**config.mk**
```make
export PLATFORM = sky130hd
export DESIGN_NAME = regfile_dump_unit_flat
export DESIGN_NICKNAME = d
export VERILOG_FILES = /design/src/rtl/regfile_dump_unit_if.sv /design/src/rtl/regfile_dump_unit.sv /design/src/flat_wrapper.sv
export SDC_FILE = /design/constraint.sdc
export NUM_CORES = 1
export LEC_CHECK = 0
export ABC_AREA = 0
export CORE_ASPECT_RATIO = 0.75
export CORE_UTILIZATION = 46
export CTS_BUF_LIST = sky130_fd_sc_hd__clkbuf_16
export DETAILED_ROUTE_END_ITERATION = 16
export GPL_TIMING_DRIVEN = 0
export HOLD_SLACK_MARGIN = 0.12
export PLACE_DENSITY = 0.88
export SYNTH_ARGS = -nofsm -noshare
export SYNTH_HDL_FRONTEND = slang
export SYNTH_SLANG_ARGS = --single-unit
```
**constraint.sdc**
```tcl
create_clock -name clk -period 3.7 [get_ports clk]
set_clock_uncertainty 0.15 [all_clocks]
set_input_delay 0.74 -clock clk [delete_from_list [all_inputs] [get_ports clk]]
set_output_delay 0.74 -clock clk [all_outputs]
set_load 0.01 [all_outputs]
```
**src/rtl/regfile_dump_unit_if.sv**
```systemverilog
// Indexed register-dump beat stream.
// The unit drives beats as master; the debug/trace link consumes them as slave.
interface regfile_dump_unit_if;
    logic        dump_valid;
    logic        dump_ready;
    logic [4:0]  dump_idx;
    logic [31:0] dump_data;

    modport master (
        output dump_valid,
        output dump_idx,
        output dump_data,
        input  dump_ready
    );

    modport slave (
        input  dump_valid,
        input  dump_idx,
        input  dump_data,
        output dump_ready
    );
endinterface

```
**src/rtl/regfile_dump_unit.sv**
```systemverilog
// Walks register indices FIRST_REG..LAST_REG through a spare register-file read port.
// Each value is streamed out as an indexed beat while the core is held stalled.
module regfile_dump_unit #(
    parameter int FIRST_REG = 0,
    parameter int LAST_REG  = 31
) (
    input  logic                        clk,
    input  logic                        reset,
    input  logic                        start,
    input  logic                        abort,
    output logic [4:0]                  rf_addr,
    input  logic [31:0]                 rf_data,
    regfile_dump_unit_if.master         dump_if,
    output logic                        stall_req,
    output logic                        busy,
    output logic                        done
);

    localparam logic [4:0] FIRST_IDX = 5'(FIRST_REG);
    localparam logic [4:0] LAST_IDX  = 5'(LAST_REG);

    typedef enum logic [1:0] {
        IDLE,
        READ,
        SEND,
        DONE
    } state_e;

    state_e      state_q, state_d;
    logic [4:0]  idx_q, idx_d;
    logic [4:0]  beat_idx_q, beat_idx_d;
    logic [31:0] data_q, data_d;

    // NOTE: every _d gets its hold value first so no path through the case leaves it unassigned (no latch).
    always_comb begin
        state_d    = state_q;
        idx_d      = idx_q;
        beat_idx_d = beat_idx_q;
        data_d     = data_q;

        unique case (state_q)
            IDLE: begin
                if (start) begin
                    idx_d   = FIRST_IDX;
                    state_d = READ;
                end
            end
            READ: begin
                data_d     = rf_data;
                beat_idx_d = idx_q;
                state_d    = SEND;
            end
            SEND: begin
                if (dump_if.dump_ready) begin
                    if (idx_q == LAST_IDX) begin
                        state_d = DONE;
                    end else begin
                        idx_d   = idx_q + 5'd1;
                        state_d = READ;
                    end
                end
            end
            DONE: state_d = IDLE;
            default: state_d = IDLE;
        endcase

        // Abort overrides any handshake in the same cycle; the beat counts as undelivered.
        if (abort && (state_q != IDLE)) begin
            state_d = IDLE;
        end
    end

    // NOTE: state updates use non-blocking assignments so all flops see pre-edge values.
    always_ff @(posedge clk) begin
        if (reset) begin
            state_q    <= IDLE;
            idx_q      <= '0;
            beat_idx_q <= '0;
            data_q     <= '0;
        end else begin
            state_q    <= state_d;
            idx_q      <= idx_d;
            beat_idx_q <= beat_idx_d;
            data_q     <= data_d;
        end
    end

    // Everything reads as zero in IDLE, even though the data flops keep the last beat.
    assign busy               = (state_q != IDLE);
    assign stall_req          = busy;
    assign done               = (state_q == DONE);
    assign rf_addr            = busy ? idx_q : 5'd0;
    assign dump_if.dump_valid = (state_q == SEND);
    assign dump_if.dump_idx   = busy ? beat_idx_q : 5'd0;
    assign dump_if.dump_data  = busy ? data_q : 32'd0;

endmodule
```
**src/flat_wrapper.sv**
```systemverilog
// flat-port wrapper written by rule: the top's interface ports become plain ports
module regfile_dump_unit_flat 
#(
    parameter int FIRST_REG = 0,
    parameter int LAST_REG  = 31
)
  (clk, reset, start, abort, rf_addr, rf_data, stall_req, busy, done, dump_if_dump_valid, dump_if_dump_idx, dump_if_dump_data, dump_if_dump_ready);
  regfile_dump_unit_if dump_if_i ();
  input  logic clk;
  input  logic reset;
  input  logic start;
  input  logic abort;
  output logic [4:0] rf_addr;
  input  logic [31:0] rf_data;
  output logic stall_req;
  output logic busy;
  output logic done;
  output wire logic [$bits(dump_if_i.dump_valid)-1:0] dump_if_dump_valid;
  output wire logic [$bits(dump_if_i.dump_idx)-1:0] dump_if_dump_idx;
  output wire logic [$bits(dump_if_i.dump_data)-1:0] dump_if_dump_data;
  input wire logic [$bits(dump_if_i.dump_ready)-1:0] dump_if_dump_ready;
  assign dump_if_dump_valid = dump_if_i.dump_valid;
  assign dump_if_dump_idx = dump_if_i.dump_idx;
  assign dump_if_dump_data = dump_if_i.dump_data;
  assign dump_if_i.dump_ready = dump_if_dump_ready;
  regfile_dump_unit #(.FIRST_REG(FIRST_REG), .LAST_REG(LAST_REG)) u_core (.clk(clk), .reset(reset), .start(start), .abort(abort), .rf_addr(rf_addr), .rf_data(rf_data), .dump_if(dump_if_i), .stall_req(stall_req), .busy(busy), .done(done));
endmodule
```
==> results.yml, run 1 <==
status:
  status: "complete, no violations"
timing:
  drv_slew: 0
  setup_tns_ns: 0
  fmax_mhz: 327
  rsz0062_at_grt: "no"
  fin_crit_sh_pct: 82.8
  final-setup-viol-count: 0
  slew_headroom_pct: 69.5
  post-route-worst-setup-slack_ns: 0.637
  hold_viol_final: 0
  tightest_slew_ns: 0.458
  min_period_ns: 3.06
place:
  post-place-ws_ns: 0.932
  place.gp.congestion: 0.823
  dpl.hpwl_um: 3490
  port_buffers: 81
pwr:
  p_comb_share_pct: 13.8
  intPower_mw: 0.814
  vdd_drop_max_mv: 0.210
  p_sw_mw: 0.247
  swShare_pct: 23.3
  leakage_nw: 1.04
  clkPwrFrac_pct: 39.1
  powerDensity_nw_per_um2: 354
  seq_power_share_pct: 47.1
floorplan:
  die_h_um: 58.7
  rows: 20
  die_x_um: 77.7
  dieArea_um2: 4560
  coreArea_um2: 4080
  ioPinCount: 83
  start_util_pct: 48.4
worst_setup_path:
  endpoint_kind: "primary output"
  crit_end: "stall_req"
  reg2reg_to: "u_core.idx_q[3]"
  cp.required_ns: 2.81
  crit_arrival_ns: 2.17
  rrSetupSlack_ns: 1.70
  path_class: "register to primary output"
  ff2ff_path_depth: 6
  cp-start-kind: "register"
  startpoint: "u_core.state_q[1]"
  critPathMaxFanout: 10
  rr_startpoint: "u_core.idx_q[0]"
layout:
  final_cell_mix: "81 x clkdlybuf4s50_1, 77 x nand2_1, 44 x dfxtp_1"
  antenna_cells: 0
  layout_commonest_cell: "clkdlybuf4s50_1"
  nNetsFinal: 380
  n_fill_cell: 327
  final_layout_size_suffix_gt1_share_pct: 5.85
  syn2layout_area_growth_pct: 51.6
clock_tree:
  cts_root_buffer: "clkbuf_16"
  clock_latency_ns: 0.28
  cts_tree: "done"
  cts.sinks: 44
  post-cts-setup-buffers: 0
  cts_resized: 0
  hold_buffers: 0
  cts_made_buffers: 5
  path_clk_slew_ns: 0.06
  clk_path_buf_depth: 2
  h-tree-depth: 2
hold_path:
  hold_depth: 2
  hp-class: "register to register"
synthesis:
  synthFlopType: "dfxtp_1"
  ys_ff_latch: 44
  syn_inst: 253
  synth-edff-count: 0
  syn_area_per_cell_um2: 7.80
  async_reset_ff_share_pct: 0
  seq_area_frac_synth_pct: 44.6
  syn_nets: 292
  ys_types: 26
  ys.warnings.count: 0
  syn_area_um2: 1970
flow_run:
  cap_violations: 0
routing:
  postRouteAntennaNets: 0
  drt_iter0_drc: 61
  wl_per_cell_um: 12.2
  vias: 1953
  viasPerCell: 4.92
  drtPass1Iterations: 4
  drc: 0
  wirelength_um: 4830
global_route:
  grt_pass1_wl_um: 7860
  gr-total-overflow: 0
  antenna_found_initial: 0
  grt_usage_pct: 22.0
  grt_pass1_vias: 1713
  grt_max_degree: 14
final cells by class:
cell class | count | area [um^2] | share of cell area, %
timing repair buffer | 81 | 811 | 27.1
sequential | 44 | 881 | 29.4
buffer | 20 | 106 | 3.55
clock buffer | 5 | 125 | 4.18
clock inverter | 3 | 15.0 | 0.501
tap | 55 | 68.8 | 2.30
inverter | 2 | 7.51 | 0.251
multi-input combinational | 187 | 980 | 32.7
power by group through the flow:
stage	clock network [mW]	logic, mW	registers (mW)
6_report	0.414	0.146	0.500
3_3_place_gp	0	0.145	0.509
2_1_floorplan	0	0.0742	0.508
4_1_cts	0.419	0.147	0.500
3_5_place_dp	0	0.146	0.511
5_1_grt	0.445	0.161	0.502
synth_stat cells (all sizes together), types with 3 or more instances:
cell	n	area, um^2
clkbuf	10	37.5
buf	10	68.8
nor2b	42	263
a21oi	42	210
dfxtp	44	881
nand2b	3	18.8
nand2	77	289
nand3	4	20.0
metal layers:
metal	vias to the layer above	global-route usage (%)	part of all wire [%]
li1	997	-	-
met1	881	27.8	44
met2	69	36.2	45
met3	6	7.60	9.7
met4	0	5.66	0.79
met5	-	0	0
per-stage QoR:
step | cell area, um^2 | util (%) | total power [mW] | instances | hold slack (ns)
after global placement | 2850 | 70.0 | 0.654 | 389 | 0.287
after CTS | 2990 | 73.4 | 1.07 | 397 | 0.300
final | 2990 | 73.4 | 1.06 | 397 | 0.298
after detailed placement | 2850 | 70.0 | 0.657 | 389 | 0.292
after floorplan | 1970 | - | 0.582 | 253 | 0.282
after global routing | 2990 | 73.4 | 1.11 | 397 | 0.320
state kept, by name, indices dropped and copies added, names as in the netlist:
signal and flops:
u_core.idx_q 5, u_core.data_q 32, u_core.beat_idx_q 5, u_core.state_q 2
logic make-up (layout without fill, tap and decap cells):
family                   count (synthesis)  count (layout)  share of synthesized area, %
buffers and inverters                   22             111                          5.77
flip-flops                              44              44                          44.6
adder cells (fa/ha/maj)                  2               2                          1.27
AO/OA/AOI/OAI                           46              46                          13.1
AND/OR/NAND/NOR                        139             139                          35.2
critical path, stage by stage, from the launching register on:
cell	delay [ns]
dfxtp_1	0.31
buf_4	0.16
nor2_2	0.30
clkbuf_1	0.40
inv_1	0.11
buf_4	0.14
clkdlybuf4s50_1	0.47
worst min-delay path by stage:
| stage | from | end |
|---|---|---|
| after floorplan | u_core.beat_idx_q[0] | u_core.beat_idx_q[0] |
| after global placement | u_core.data_q[2] | u_core.data_q[2] |
| after detailed placement | u_core.beat_idx_q[3] | u_core.beat_idx_q[3] |
| after CTS | u_core.beat_idx_q[3] | u_core.beat_idx_q[3] |
| after global routing | u_core.data_q[14] | u_core.data_q[14] |
| final | u_core.data_q[2] | u_core.data_q[2] |
No activity file was read; power rests on OpenSTA's default activity.
==> run 2: changes to the inputs <==
Settings changed: CORE_UTILIZATION 46 to 38, PLACE_DENSITY 0.88 to 0.78.
Clock period 3.7 ns to 2.56 ns, I/O delays scaled along.
==> results.yml, run 2 (synthesis gave the netlist of run 1 again) <==
clock_tree:
  clock_latency_ns: 0.28
  cts_tree: "done"
  h-tree-depth: 2
  cts.sinks: 44
  path_clk_slew_ns: 0.06
  cts_made_buffers: 5
  clk_path_buf_depth: 2
  cts_root_buffer: "clkbuf_16"
place:
  port_buffers: 81
  post-place-ws_ns: 0.0658
  dpl.hpwl_um: 3600
  dp.cells: 394
  place.gp.congestion: 0.720
pwr:
  p_comb_share_pct: 13.1
  leakage_nw: 1.06
  seq_power_share_pct: 44.1
  vdd_drop_max_mv: 0.357
  powerDensity_nw_per_um2: 540
  intPower_mw: 1.28
  swShare_pct: 22.0
  p_sw_mw: 0.361
  clkPwrFrac_pct: 42.9
floorplan:
  ioPinCount: 83
  coreArea_um2: 4950
  dieArea_um2: 5490
  die_h_um: 64.4
  rows: 22
  start_util_pct: 39.8
  die_x_um: 85.2
layout:
  n_fill_cell: 455
  final_cell_mix: "81 x clkdlybuf4s50_1, 77 x nand2_1, 44 x dfxtp_1"
  stdcell_count: 402
  finish.utilization_pct: 61.3
  top_regs: "u_core.data_q: 32 flops, u_core.beat_idx_q: 5 flops, u_core.idx_q: 5 flops"
  syn2layout_area_growth_pct: 53.7
  nNetsFinal: 380
  final_layout_size_suffix_gt1_share_pct: 7.02
  layout_commonest_cell: "clkdlybuf4s50_1"
  largest_reg_flops: 32
  antenna_cells: 0
  top_register: "u_core.data_q"
timing:
  min_period_ns: 2.47
  hold_ws_ns: 0.299
  setup_tns_ns: 0
  tightest_slew_ns: 0.508
  post-route-worst-setup-slack_ns: 0.0917
  fin_crit_sh_pct: 96.4
  rsz0062_at_grt: "no"
  slew_headroom_pct: 66.1
  final-setup-viol-count: 0
  hold_viol_final: 0
  drv_slew: 0
  fmax_mhz: 405
worst_setup_path:
  critPathMaxFanout: 10
  slowest_stage: "clkdlybuf4s50_1"
  endpoint_kind: "primary output"
  crit_arrival_ns: 1.81
  path_cells: "buf_4 -> nor2_4 -> buf_4 -> nor2b_1 -> clkdlybuf4s50_1"
  path_class: "register to primary output"
  cpMostUsedCell: "buf_4"
  cp-start-kind: "register"
  slowest_delay_ns: 0.57
  cp.required_ns: 1.90
routing:
  viasPerCell: 4.75
  wl_per_cell_um: 12.5
  drt_iter0_drc: 88
  drtPass1Iterations: 4
  wirelength_um: 5010
  postRouteAntennaNets: 0
  drc: 0
  vias: 1911
global_route:
  grt_usage_pct: 19.4
  grt_pass1_vias: 1872
  gr-total-overflow: 0
  antenna_found_initial: 0
  grt_pass1_wl_um: 8400
  grt_max_degree: 14
flow_run:
  cap_violations: 0
hold_path:
  hp-class: "register to register"
status:
  status: "complete, no violations"
## run 2: cell count changes in the layout (fill, tap and decap cells not counted), sizes merged
cell	change
buf	+3
bufinv	+1
clkbuf	-3
clkinv	+1
clkinvlp	-1
inv	-1
## run 2: cell type report
type	instances	area (um^2)	share of cell area, %
clock inverter	3	37.5	1.24
clock buffer	5	125	4.12
tap	60	75.1	2.47
buffer	20	114	3.75
multi-input combinational	187	985	32.4
sequential	44	881	29.0
inverter	2	7.51	0.247
timing repair buffer	81	811	26.7
## run 2: timing repair
| action | 4_1_cts | 5_1_grt |
|---|---|---|
| hold buffers | 0 | 0 |
| buffers inserted | 0 | 0 |
| gates resized for setup | 6 | 3 |
| endpoints found under the setup margin | 41 | 2 |
## run 2: metal layers
metal / GRT usage (%) / vias up / wire length, um
li1: - / 995 / -
met1: 24.9 / 843 / 2350
met2: 31.9 / 65 / 2230
met3: 6.50 / 8 / 385
met4: 4.45 / 0 / 45
met5: 0 / - / 0
## run 2: critical path, delay by kind of cell (launching register included)
family | cells | cell delay [ns]
buffers and inverters | 3 | 0.92
AND/OR/NAND/NOR | 2 | 0.26
flip-flops | 1 | 0.34
## run 2: per-stage QoR
stage               area [um^2]  total power, mW
detailed placement         2860            0.950
global route               3040             1.71
global placement           2860            0.947
floorplan                  1970            0.842
finish                     3040             1.64
CTS                        3040             1.66
## run 2: worst paths after layout
kind / from / end / slack, ns / cells past startpoint
max: u_core.state_q[1] / dump_if_dump_idx[2] / 0.09 / 5
min: u_core.data_q[29] / u_core.data_q[29] / 0.30 / 2
max reg2reg: u_core.idx_q[0] / u_core.idx_q[3] / 0.59 / 6
min reg2reg: u_core.data_q[29] / u_core.data_q[29] / 0.30 / 2
## run 2: power groups by stage
stage	clock network (mW)	logic [mW]	registers (mW)
final	0.703	0.214	0.723
after global routing	0.748	0.237	0.726
after CTS	0.720	0.216	0.723
after detailed placement	0	0.212	0.738
after global placement	0	0.211	0.736
after floorplan	0	0.107	0.735
